## src/rtl/oled_init_seq.sv

```systemverilog
// Power-up sequencer for an SSD1306-class OLED: pulses the panel reset, waits,
// then streams a fixed command list to i2c_master as a single write transaction.
module oled_init_seq #(
  parameter int         RST_CYCLES      = 1_000_000,
  parameter int         POST_RST_CYCLES = 10_000,
  parameter logic [9:0] DEV_ADDR        = 10'h03C,
  parameter int         NUM_CMDS        = 8
) (
  input  logic       i_clk,
  input  logic       i_rst_n,
  input  logic       i_start,
  output logic       o_oled_rst_n,
  output logic       o_busy,
  output logic       o_done,
  output logic       o_error,
  output logic [9:0] o_slave_addr,
  output logic [7:0] o_byte_cnt,
  output logic [3:0] o_control_reg,
  output logic [3:0] o_mode_reg,
  output logic [7:0] o_tx_data,
  input  logic       i_tx_data_needed,
  input  logic [4:0] i_status_reg
);

  localparam int TMR_MAX = (RST_CYCLES > POST_RST_CYCLES) ? RST_CYCLES : POST_RST_CYCLES;
  localparam int TMR_W   = $clog2(TMR_MAX) + 1;
  localparam logic [3:0] LAST_IDX = 4'(NUM_CMDS);

  localparam logic [2:0] IDLE      = 3'd0;
  localparam logic [2:0] RST_LOW   = 3'd1;
  localparam logic [2:0] RST_WAIT  = 3'd2;
  localparam logic [2:0] I2C_START = 3'd3;
  localparam logic [2:0] STREAM    = 3'd4;
  localparam logic [2:0] DONE      = 3'd5;
  localparam logic [2:0] ERROR     = 3'd6;

  logic [2:0]       state;
  logic [TMR_W-1:0] timer;
  logic [3:0]       idx;
  logic             need_q;
  logic             need_rise;
  logic             seen_busy;
  logic             i2c_busy;
  logic             i2c_nack;
  logic             unused_status;

  function automatic logic [7:0] cmd_rom(input logic [3:0] i);
    case (i)
      4'd0:    cmd_rom = 8'hAE;
      4'd1:    cmd_rom = 8'h8D;
      4'd2:    cmd_rom = 8'h14;
      4'd3:    cmd_rom = 8'h20;
      4'd4:    cmd_rom = 8'h00;
      4'd5:    cmd_rom = 8'hA1;
      4'd6:    cmd_rom = 8'hC8;
      4'd7:    cmd_rom = 8'hAF;
      default: cmd_rom = 8'h00;
    endcase
  endfunction

  assign o_slave_addr  = DEV_ADDR;
  assign o_mode_reg    = 4'b0000;
  assign i2c_busy      = i_status_reg[4];
  assign i2c_nack      = i_status_reg[3];
  assign need_rise     = i_tx_data_needed & ~need_q;
  assign unused_status = ^i_status_reg[2:0];

  always_ff @(posedge i_clk or negedge i_rst_n) begin
    if (!i_rst_n) need_q <= 1'b0;
    else          need_q <= i_tx_data_needed;
  end

  always_ff @(posedge i_clk or negedge i_rst_n) begin
    if (!i_rst_n) begin
      state         <= IDLE;
      timer         <= '0;
      idx           <= '0;
      seen_busy     <= 1'b0;
      o_oled_rst_n  <= 1'b1;
      o_busy        <= 1'b0;
      o_done        <= 1'b0;
      o_error       <= 1'b0;
      o_byte_cnt    <= 8'h00;
      o_control_reg <= 4'b0000;
      o_tx_data     <= 8'h00;
    end else begin
      o_done <= 1'b0;
      case (state)
        IDLE: begin
          if (i_start) begin
            state        <= RST_LOW;
            o_error      <= 1'b0;
            o_busy       <= 1'b1;
            o_oled_rst_n <= 1'b0;
            timer        <= TMR_W'(RST_CYCLES - 1);
          end
        end
        RST_LOW: begin
          if (timer == '0) begin
            state        <= RST_WAIT;
            o_oled_rst_n <= 1'b1;
            timer        <= TMR_W'(POST_RST_CYCLES - 1);
          end else begin
            timer <= timer - 1'b1;
          end
        end
        RST_WAIT: begin
          if (timer == '0) state <= I2C_START;
          else             timer <= timer - 1'b1;
        end
        I2C_START: begin
          // Leading 0x00 is the SSD1306 control byte (Co=0, D/C=0): all commands follow.
          o_byte_cnt    <= 8'(NUM_CMDS + 1);
          o_tx_data     <= 8'h00;
          o_control_reg <= 4'b1000;
          idx           <= '0;
          seen_busy     <= 1'b0;
          state         <= STREAM;
        end
        STREAM: begin
          o_control_reg <= 4'b0000;
          if (i2c_busy) seen_busy <= 1'b1;
          if (i2c_nack) begin
            state   <= ERROR;
            o_error <= 1'b1;
            o_busy  <= 1'b0;
          end else if (seen_busy && !i2c_busy) begin
            // Master went idle: success only if every command byte was handed over.
            o_busy <= 1'b0;
            if (idx == LAST_IDX) begin
              state  <= DONE;
              o_done <= 1'b1;
            end else begin
              state   <= ERROR;
              o_error <= 1'b1;
            end
          end else if (need_rise && (idx < LAST_IDX)) begin
            o_tx_data <= cmd_rom(idx);
            idx       <= idx + 1'b1;
          end
        end
        DONE:  state <= IDLE;
        ERROR: state <= IDLE;
        default: begin
          state         <= IDLE;
          o_busy        <= 1'b0;
          o_oled_rst_n  <= 1'b1;
          o_control_reg <= 4'b0000;
        end
      endcase
    end
  end

endmodule

```

## config.mk

```make
export PLATFORM = sky130hd
export DESIGN_NAME = oled_init_seq
export DESIGN_NICKNAME = d
export VERILOG_FILES = /design/src/rtl/oled_init_seq.sv
export SDC_FILE = /design/constraint.sdc
export NUM_CORES = 1
export LEC_CHECK = 0
export CAP_MARGIN = 25
export CELL_PAD_IN_SITES_DETAIL_PLACEMENT = 0
export CELL_PAD_IN_SITES_GLOBAL_PLACEMENT = 1
export CORE_ASPECT_RATIO = 1.5
export CORE_MARGIN = 2
export CORE_UTILIZATION = 45
export CTS_CLUSTER_SIZE = 8
export DETAILED_ROUTE_END_ITERATION = 7
export DONT_BUFFER_PORTS = 1
export GPL_TIMING_DRIVEN = 0
export PLACE_DENSITY_LB_ADDON = 0.1
export SLEW_MARGIN = 20
export SYNTH_ARGS = -nofsm -noshare
export SYNTH_HDL_FRONTEND = slang
export SYNTH_SLANG_ARGS = --single-unit
```

## constraint.sdc

```tcl
create_clock -name i_clk -period 4.4 [get_ports i_clk]
set_clock_uncertainty 0.05 [all_clocks]
set_input_delay 0.66 -clock i_clk [delete_from_list [all_inputs] [get_ports i_clk]]
set_output_delay 0.66 -clock i_clk [all_outputs]
set_load 0.005 [all_outputs]
```

==> results.txt, run 1 <==
----------------------------------------------------
[STA]
  Post-route worst setup slack ... 1980 ps
  Clock period minus worst slack ... 2420 ps
  Period utilization ... 54.9%
  Final Hold Vio Count ... 0
  Max-slew violation count ... 0
  Setup tns final ... 0 ps
  Slew at the pin with the worst max-slew slack ... 672 ps
  Setup repair after global routing missed its margin ... false
  Headroom to the max-slew limit ... between 50% and 60%
  Upper clock frequency limit ... 414 MHz
  Count of final setup violators ... 0

[Drt]
  Vias per cell ... 5.58
  Final routed wire length divided by cell count ... 16.3 µm
  Total via count in the routed design ... 2,215
  DRT Pass-1 Iters ... 4
  Max Used Layer ... met4
  Final ANT Viol Nets ... 0
  Post-Route M1 WL ... 2.57 mm
  Drt initial violations ... 99
  Number of DRC violations after detailed routing ... 0
  Routed WL ... 6.49 mm
  Sum of met2 wire segment lengths after detailed routing ... 3.58 mm
  Met3 WL post-DR ... 182 µm

[Synthesis]
  Predominant post-synthesis flop cell ... dfrtp_1
  Gate count of the mapped netlist ... 295
  Synth unique cells ... 65
  Proportion of register bits with asynchronous set or reset after synthesis ... 100%
  Yosys warnings ... 0
  Number of synthesized register bits ... 44
  Mean cell area of the mapped netlist ... 9.20 µm²
  Sequential area share after synthesis ... 40.6%
  Mapped cell area ... 2720 µm²
  Number of flops mapped to enable cells by yosys ... 0

[Setup path]
  Startpoint of the lowest-slack register-to-register path ... timer[0]$_DFFE_PN0P_
  Worst path slowest cell ... or4b_2
  Worst path required time ... 4550 ps
  Endpoint of the most critical register-to-register path ... timer[12]$_DFFE_PN0P_
  Maximum fanout count along the critical path ... 6
  Crit path DAT ... 2570 ps
  Worst Setup EP ... timer[12]$_DFFE_PN0P_
  Type of the worst setup path ... flop to flop
  CP startpoint kind ... flop
  Cells along the critical path ... inv_1, ha_1, or4b_2, nor3_1, o2111ai_1, xnor2_1, and2_1
  Setup slack on the worst flop-to-flop path ... 1980 ps
  Crit path launch ... timer[0]$_DFFE_PN0P_
  Longest individual stage delay on the worst path ... 640 ps
  Critical path capture point type ... flop
  Logic depth of the worst register-to-register path ... 7

[GRT]
  Largest net degree at the start of global routing ... 44
  Via count of the first global-routing pass ... 2,162
  GRT Total Usage ... 21.2%
  Number of antenna violations at the first check in global routing ... 0
  First-pass GRT wire length ... 10.8 mm
  Remaining Overflow, GRT ... 0

[Clocking]
  Clock root cell ... clkbuf_8
  CTS-repair resized insts ... 0
  Maximum root-to-sink buffer count ... 2
  Total number of clock tree sinks ... 44
  Post-CTS clock slew at the launch and capture registers of the worst setup and hold paths ... about 90 ps
  CTS tree ... yes
  Maximum level of the CTS H-tree ... 2
  Clock latency on the worst-skew pair ... 310 ps
  Number of post-CTS setup repair buffers ... 0
  CTS buffer count ... 5

[Finish]
  Filler Cell Count ... approximately 560
  Number of antenna repair diodes ... 0
  Max FFs per register ... 21
  Commonest non-fill, non-tap cells in the layout ... dfrtp_1 (43), nand2_1 (26), buf_4 (24), a21oi_1 (23), conb_1 (23)
  Area of the multi-input gates ... around 1400 µm²
  Most frequent standard cell in the layout excluding fill and tap cells ... dfrtp_1
  Sequential cell area ... about 1100 µm²
  Fraction of layout instances using a drive strength above 1 ... 15.7%
  Largest registers in the final layout ... timer x21, o_tx_data x8, idx x4
  Layout-stage area growth over the synthesis result ... 13.1%
  Number of nets in the finished design ... 341
  Number of standard cells in the layout, taps in and fillers out ... 397
  Biggest register ... timer

[Pwr]
  VDD IR max ... around 0.32 mV
  Leakage ... roughly 1.3 nW
  PD cells ... around 470 nW/µm²

[Placement]
  Placed wire-length estimate after detailed placement ... 4.72 mm
  Instance count after placement with tap cells included ... 388
  Number of buffers inserted by port buffering ... 0
  Final GP Congestion ... 0.864
  Post-place setup slack ... roughly 2000 ps

[Floorplanning]
  Horizontal die dimension ... 67.4 µm
  Vertical die dimension ... 99.1 µm
  Area of the die ... 6680 µm²
  Starting utilization of the core area ... 46.6%
  Floorplan row count ... 34
  Placeable core region ... 5830 µm²
  Number of I/O pins ... 47

[Hold path]
  Type of the worst min-delay path ... primary input to async pin

[Outcome]
  Result of the run ... complete, no violations

[Run]
  Max-cap check violation count ... 0

----------------------------------------------------
[worst min path at each step]
stage / end / depth (start not counted) / from
detailed placement: o_tx_data[2]$_DFFE_PN0P_ / 0 / i_rst_n
finish: o_tx_data[2]$_DFFE_PN0P_ / 1 / i_rst_n
floorplan: idx[0]$_DFFE_PN0P_ / 0 / i_rst_n
global placement: o_tx_data[0]$_DFFE_PN0P_ / 0 / i_rst_n
global route: o_oled_rst_n$_DFFE_PN1P_ / 0 / i_rst_n
CTS: o_oled_rst_n$_DFFE_PN1P_ / 0 / i_rst_n
[critical path: cells and delay by family, from the launching register on]
kind	cells	cell delay (ps)
adder cells (fa/ha/maj)	1	250
XOR/XNOR	1	160
AND/OR/NAND/NOR	3	1150
buffers and inverters	1	70
flip-flops	1	420
AO/OA/AOI/OAI	1	210
[layer usage]
metal	vias to the layer above	global-route usage [%]
met4	0	8.95
met3	11	3.17
li1	1083	-
met1	1077	23.2
met5	-	0
met2	44	39.1
[metrics by stage]
| step | total power [mW] | util, % | instance area (µm²) | hold slack [ps] |
|---|---|---|---|---|
| 3_5_place_dp | 0.997 | 49.5 | 2880 | 315 |
| 2_1_floorplan | 0.915 | - | 2790 | 314 |
| 4_1_cts | 1.44 | 52.7 | 3070 | 132 |
| 3_3_place_gp | 0.989 | 49.5 | 2880 | 315 |
| 6_report | 1.44 | 52.7 | 3070 | 130 |
| 5_1_grt | 1.53 | 52.7 | 3070 | 127 |
[power by group]
part | total (mW) | switching, mW | internal, mW
logic | 0.344 | 0.171 | 0.173
clock network | 0.437 | 0.153 | 0.284
registers | 0.655 | 0.140 | 0.515
[logic make-up after synthesis]
kind of cell	share of synthesized area, %
AO/OA/AOI/OAI	20.9
XOR/XNOR	1.61
adder cells (fa/ha/maj)	3.69
buffers and inverters	9.54
flip-flops	40.6
multiplexers	1.15
other	0.277
AND/OR/NAND/NOR	22.3
[cell usage after synthesis, types with 2 or more instances]
library cell | n | area [µm²]
o22ai_1 | 3 | 18.8
nor3_1 | 13 | 65.1
inv_1 | 7 | 26.3
nor2_1 | 20 | 75.1
xor2_1 | 2 | 17.5
o211ai_1 | 2 | 15.0
ha_1 | 8 | 100
a211o_1 | 3 | 26.3
or4_1 | 2 | 15.0
nor2b_1 | 4 | 25.0
o31a_1 | 3 | 26.3
o21a_1 | 4 | 30.0
clkbuf_1 | 7 | 26.3
o21ai_1 | 4 | 20.0
nand4_1 | 3 | 18.8
or3_1 | 3 | 18.8
nand2_1 | 26 | 97.6
dfrtp_1 | 43 | 1080
buf_2 | 3 | 15.0
o31ai_1 | 7 | 52.6
nand2b_1 | 6 | 37.5
buf_4 | 24 | 180
o21ai_0 | 17 | 85.1
o21ai_2 | 2 | 17.5
and3_1 | 2 | 12.5
nand3_1 | 5 | 25.0
mux2i_1 | 2 | 20.0
nor4_1 | 7 | 43.8
a21oi_1 | 23 | 115
nor3_2 | 2 | 20.0
conb_1 | 2 | 7.51
xnor2_1 | 3 | 26.3
[repair_timing]
item | CTS | global route
endpoints found under the setup margin | 0 | 0
hold buffers | 1 | 0
endpoints found under the hold margin | 43 | 0
[final cells by class]
type	count	area share [%]
multi-input cells	230	46.7
flip-flops and latches	44	35.9
plain buffers	35	7.58
clock inverters	3	2.93
well taps	72	2.93
clock buffers	5	2.24
repair buffers	1	0.896
inverters	7	0.856
Power figures use the tool's default switching activity.
==> inputs of run 2 (changes only) <==
--- a/config.mk
+++ b/config.mk
@@ -10,7 +10,7 @@
 export CELL_PAD_IN_SITES_GLOBAL_PLACEMENT = 1
 export CORE_ASPECT_RATIO = 1.5
 export CORE_MARGIN = 2
-export CORE_UTILIZATION = 45
+export CORE_UTILIZATION = 43
 export CTS_CLUSTER_SIZE = 8
 export DETAILED_ROUTE_END_ITERATION = 7
 export DONT_BUFFER_PORTS = 1
==> constraint.sdc (replaced) <==
create_clock -name i_clk -period 2 [get_ports i_clk]
set_clock_uncertainty 0.05 [all_clocks]
set_input_delay 0.3 -clock i_clk [delete_from_list [all_inputs] [get_ports i_clk]]
set_output_delay 0.3 -clock i_clk [all_outputs]
set_load 0.005 [all_outputs]
==> results.txt, run 2 (synthesized netlist as in run 1, its figures left out) <==
----------------------------------------------------
[Finish]
  Layout-stage area growth over the synthesis result ... 22.8%
  Fraction of layout instances using a drive strength above 1 ... 27.9% (+12 points)
  Number of antenna repair diodes ... 0 (unchanged)
  Number of standard cells in the layout, taps in and fillers out ... 418 (+5.3%)
  Largest registers in the final layout ... timer x21, o_tx_data x8, idx x4
  Max FFs per register ... 21 (unchanged)
  Commonest non-fill, non-tap cells in the layout ... buf_4 (41), dfrtp_1 (38), nand2_1 (25), conb_1 (23), a21oi_1 (21)
  Most frequent standard cell in the layout excluding fill and tap cells ... buf_4
  Biggest register ... timer
  Number of nets in the finished design ... 360 (+5.6%)

[Floorplanning]
  Number of I/O pins ... 47 (unchanged)
  Area of the die ... 6980 µm² (+4.4%)
  Starting utilization of the core area ... 44.3% (-2.3 points)
  Placeable core region ... 6130 µm² (+5.2%)
  Vertical die dimension ... 101 µm (+2.2%)
  Horizontal die dimension ... 68.9 µm (+2.2%)
  Floorplan row count ... 35 (+2.9%)

[Setup path]
  Cells along the critical path ... nor4_4, buf_4, nand4_4, buf_6, o41ai_4, o21ai_1, a211o_1
  Crit-path leading delay family ... compound AO/OA/AOI/OAI gates
  Setup slack on the worst flop-to-flop path ... 7 ps (-1970 ps)
  CP Buf/Inv Count ... 2 (+1)
  Critical path capture point type ... flop
  Worst path required time ... 2140 ps (-2410 ps)
  Endpoint of the most critical register-to-register path ... timer[4]$_DFFE_PN0P_
  CP startpoint kind ... flop
  Type of the worst setup path ... flop to flop
  Crit path DAT ... 2130 ps (-440 ps)
  Logic depth of the worst register-to-register path ... 7 (unchanged)
  Longest individual stage delay on the worst path ... 480 ps (-160 ps)
  Maximum fanout count along the critical path ... 5 (-1)
  Worst path slowest cell ... dfrtp_1
  Number of cells on the critical path ... 7 (unchanged)
  Startpoint of the lowest-slack register-to-register path ... timer[5]$_DFFE_PN0P_

[STA]
  Final Hold Vio Count ... 0 (unchanged)
  Setup repair after global routing missed its margin ... true
  Period utilization ... 99.6% (+45 points)
  Count of final setup violators ... 0 (unchanged)
  Clock period minus worst slack ... 1990 ps (-425 ps)
  Max-slew violation count ... 0 (unchanged)
  Worst hold slack ... 149 ps (+18.5 ps)
  Upper clock frequency limit ... 502 MHz (+21%)

[GRT]
  First-pass GRT wire length ... 11.2 mm (+3.7%)
  GRT Total Usage ... 21.0% (-0.17 points)
  Met3 Track Usage GR ... 3.00% (-0.17 points)
  Grt peak-use layer ... met2
  Met1 layer usage reported by global route ... 24.0% (+0.89 points)
  Via count of the first global-routing pass ... 2,285 (+5.7%)
  Largest net degree at the start of global routing ... 45 (+2.3%)
  Remaining Overflow, GRT ... 0 (unchanged)
  Met2 GRT Util ... 38.3% (-0.76 points)
  Number of antenna violations at the first check in global routing ... 0 (unchanged)

[Drt]
  Number of DRC violations after detailed routing ... 0 (unchanged)
  Vias per cell ... 5.52 (-0.99%)
  Final ANT Viol Nets ... 0 (unchanged)
  Final routed wire length divided by cell count ... 16.3 µm (-0.38%)
  Total via count in the routed design ... 2,309 (+4.2%)
  Routed WL ... 6.80 mm (+4.9%)
  Drt initial violations ... 83 (-16%)
  DRT Pass-1 Iters ... 4 (unchanged)

[Placement]
  Number of buffers inserted by port buffering ... 0 (unchanged)
  Final GP Congestion ... 0.835 (-3.3%)
  Placed wire-length estimate after detailed placement ... 4.82 mm (+2.2%)
  Instance count after placement with tap cells included ... 390 (+0.52%)

[Clocking]
  Post-CTS clock slew at the launch and capture registers of the worst setup and hold paths ... 80 ps (about the same)
  Maximum level of the CTS H-tree ... 2 (unchanged)
  Clock latency on the worst-skew pair ... 300 ps (about the same)
  Total number of clock tree sinks ... 44 (unchanged)
  Maximum root-to-sink buffer count ... 2 (unchanged)
  CTS tree ... yes
  CTS buffer count ... 5 (unchanged)
  Clock root cell ... clkbuf_8

[Pwr]
  VDD IR max ... 0.736 mV (+130%)
  Leakage ... 1.45 nW (+8.7%)
  PD cells ... 921 nW/µm² (+97%)

[Hold path]
  Type of the worst min-delay path ... primary input to flop
  Hold wc startpoint ... i_start
  Endpoint with the worst hold slack ... o_busy$_DFFE_PN0P_
  Cell depth of the worst min-delay path ... 2

[Run]
  Max-cap check violation count ... 0 (unchanged)

[Outcome]
  Result of the run ... complete, no violations

----------------------------------------------------
==> run 2: cell count changes in the layout (fill, tap and decap cells not counted), sizes merged <==
cell,previous run,this run
buf,29,47
bufinv,3,0
clkinv,0,2
dlygate4sd3,0,2
==> run 2: area by class of cell <==
type / instances / area (µm²)
Buffer: 34 / 251
Clock buffer: 6 / 82.6
Clock inverter: 2 / 10.0
Fill cell: 574 / 2800
Inverter: 7 / 26.3
Multi-Input combinational cell: 230 / 1580
Sequential cell: 44 / 1110
Tap cell: 74 / 92.6
Timing Repair Buffer: 21 / 186
==> run 2: layer usage <==
layer | up-vias | wire length (µm)
li1 | 1127 | -
met1 | 1125 | 2670
met2 | 43 | 3800
met3 | 14 | 184
met4 | 0 | 146
met5 | - | 0
==> run 2: power by group <==
part | switching [mW] | internal, mW | total [mW]
Sequential | 0.351 | 1.14 | 1.49
Combinational | 0.464 | 0.519 | 0.982
Clock | 0.324 | 0.277 | 0.600
Total | 1.14 | 1.93 | 3.07
==> run 2: how the worst max path moves through the flow <==
stage | end | start | slack, ps
after floorplan | timer[4]$_DFFE_PN0P_ | timer[0]$_DFFE_PN0P_ | -8
after global placement | timer[2]$_DFFE_PN0P_ | state[0]$_DFFE_PN0P_ | -310
after detailed placement | timer[2]$_DFFE_PN0P_ | state[0]$_DFFE_PN0P_ | -360
after CTS | timer[17]$_DFFE_PN0P_ | timer[4]$_DFFE_PN0P_ | -70
after global routing | timer[5]$_DFFE_PN0P_ | timer[3]$_DFFE_PN0P_ | -70
final | timer[4]$_DFFE_PN0P_ | timer[5]$_DFFE_PN0P_ | 7
==> run 2: what timing repair did <==
action / 4_1_cts / 5_1_grt
resized for setup: 22 / 24
hold buffers: 3 / 0
endpoints found under the hold margin: 45 / 0
buffers inserted: 15 / 3
pin swaps: 13 / 14
setup endpoints to repair: 32 / 31
==> run 2: metrics by stage <==
step | utilization, % | TNS [ps] | worst slack, ps | total power, mW | instance area (µm²)
3_3_place_gp | 47.4 | -6660 | -313 | 2.21 | 2900
3_5_place_dp | 47.4 | -7290 | -356 | 2.23 | 2900
6_report | 54.4 | 0 | 7.32 | 3.07 | 3330
4_1_cts | 52.8 | -242 | -68.4 | 3.03 | 3240
2_1_floorplan | - | -16.6 | -8.32 | 2.04 | 2810
5_1_grt | 54.4 | -319 | -65.9 | 3.28 | 3330
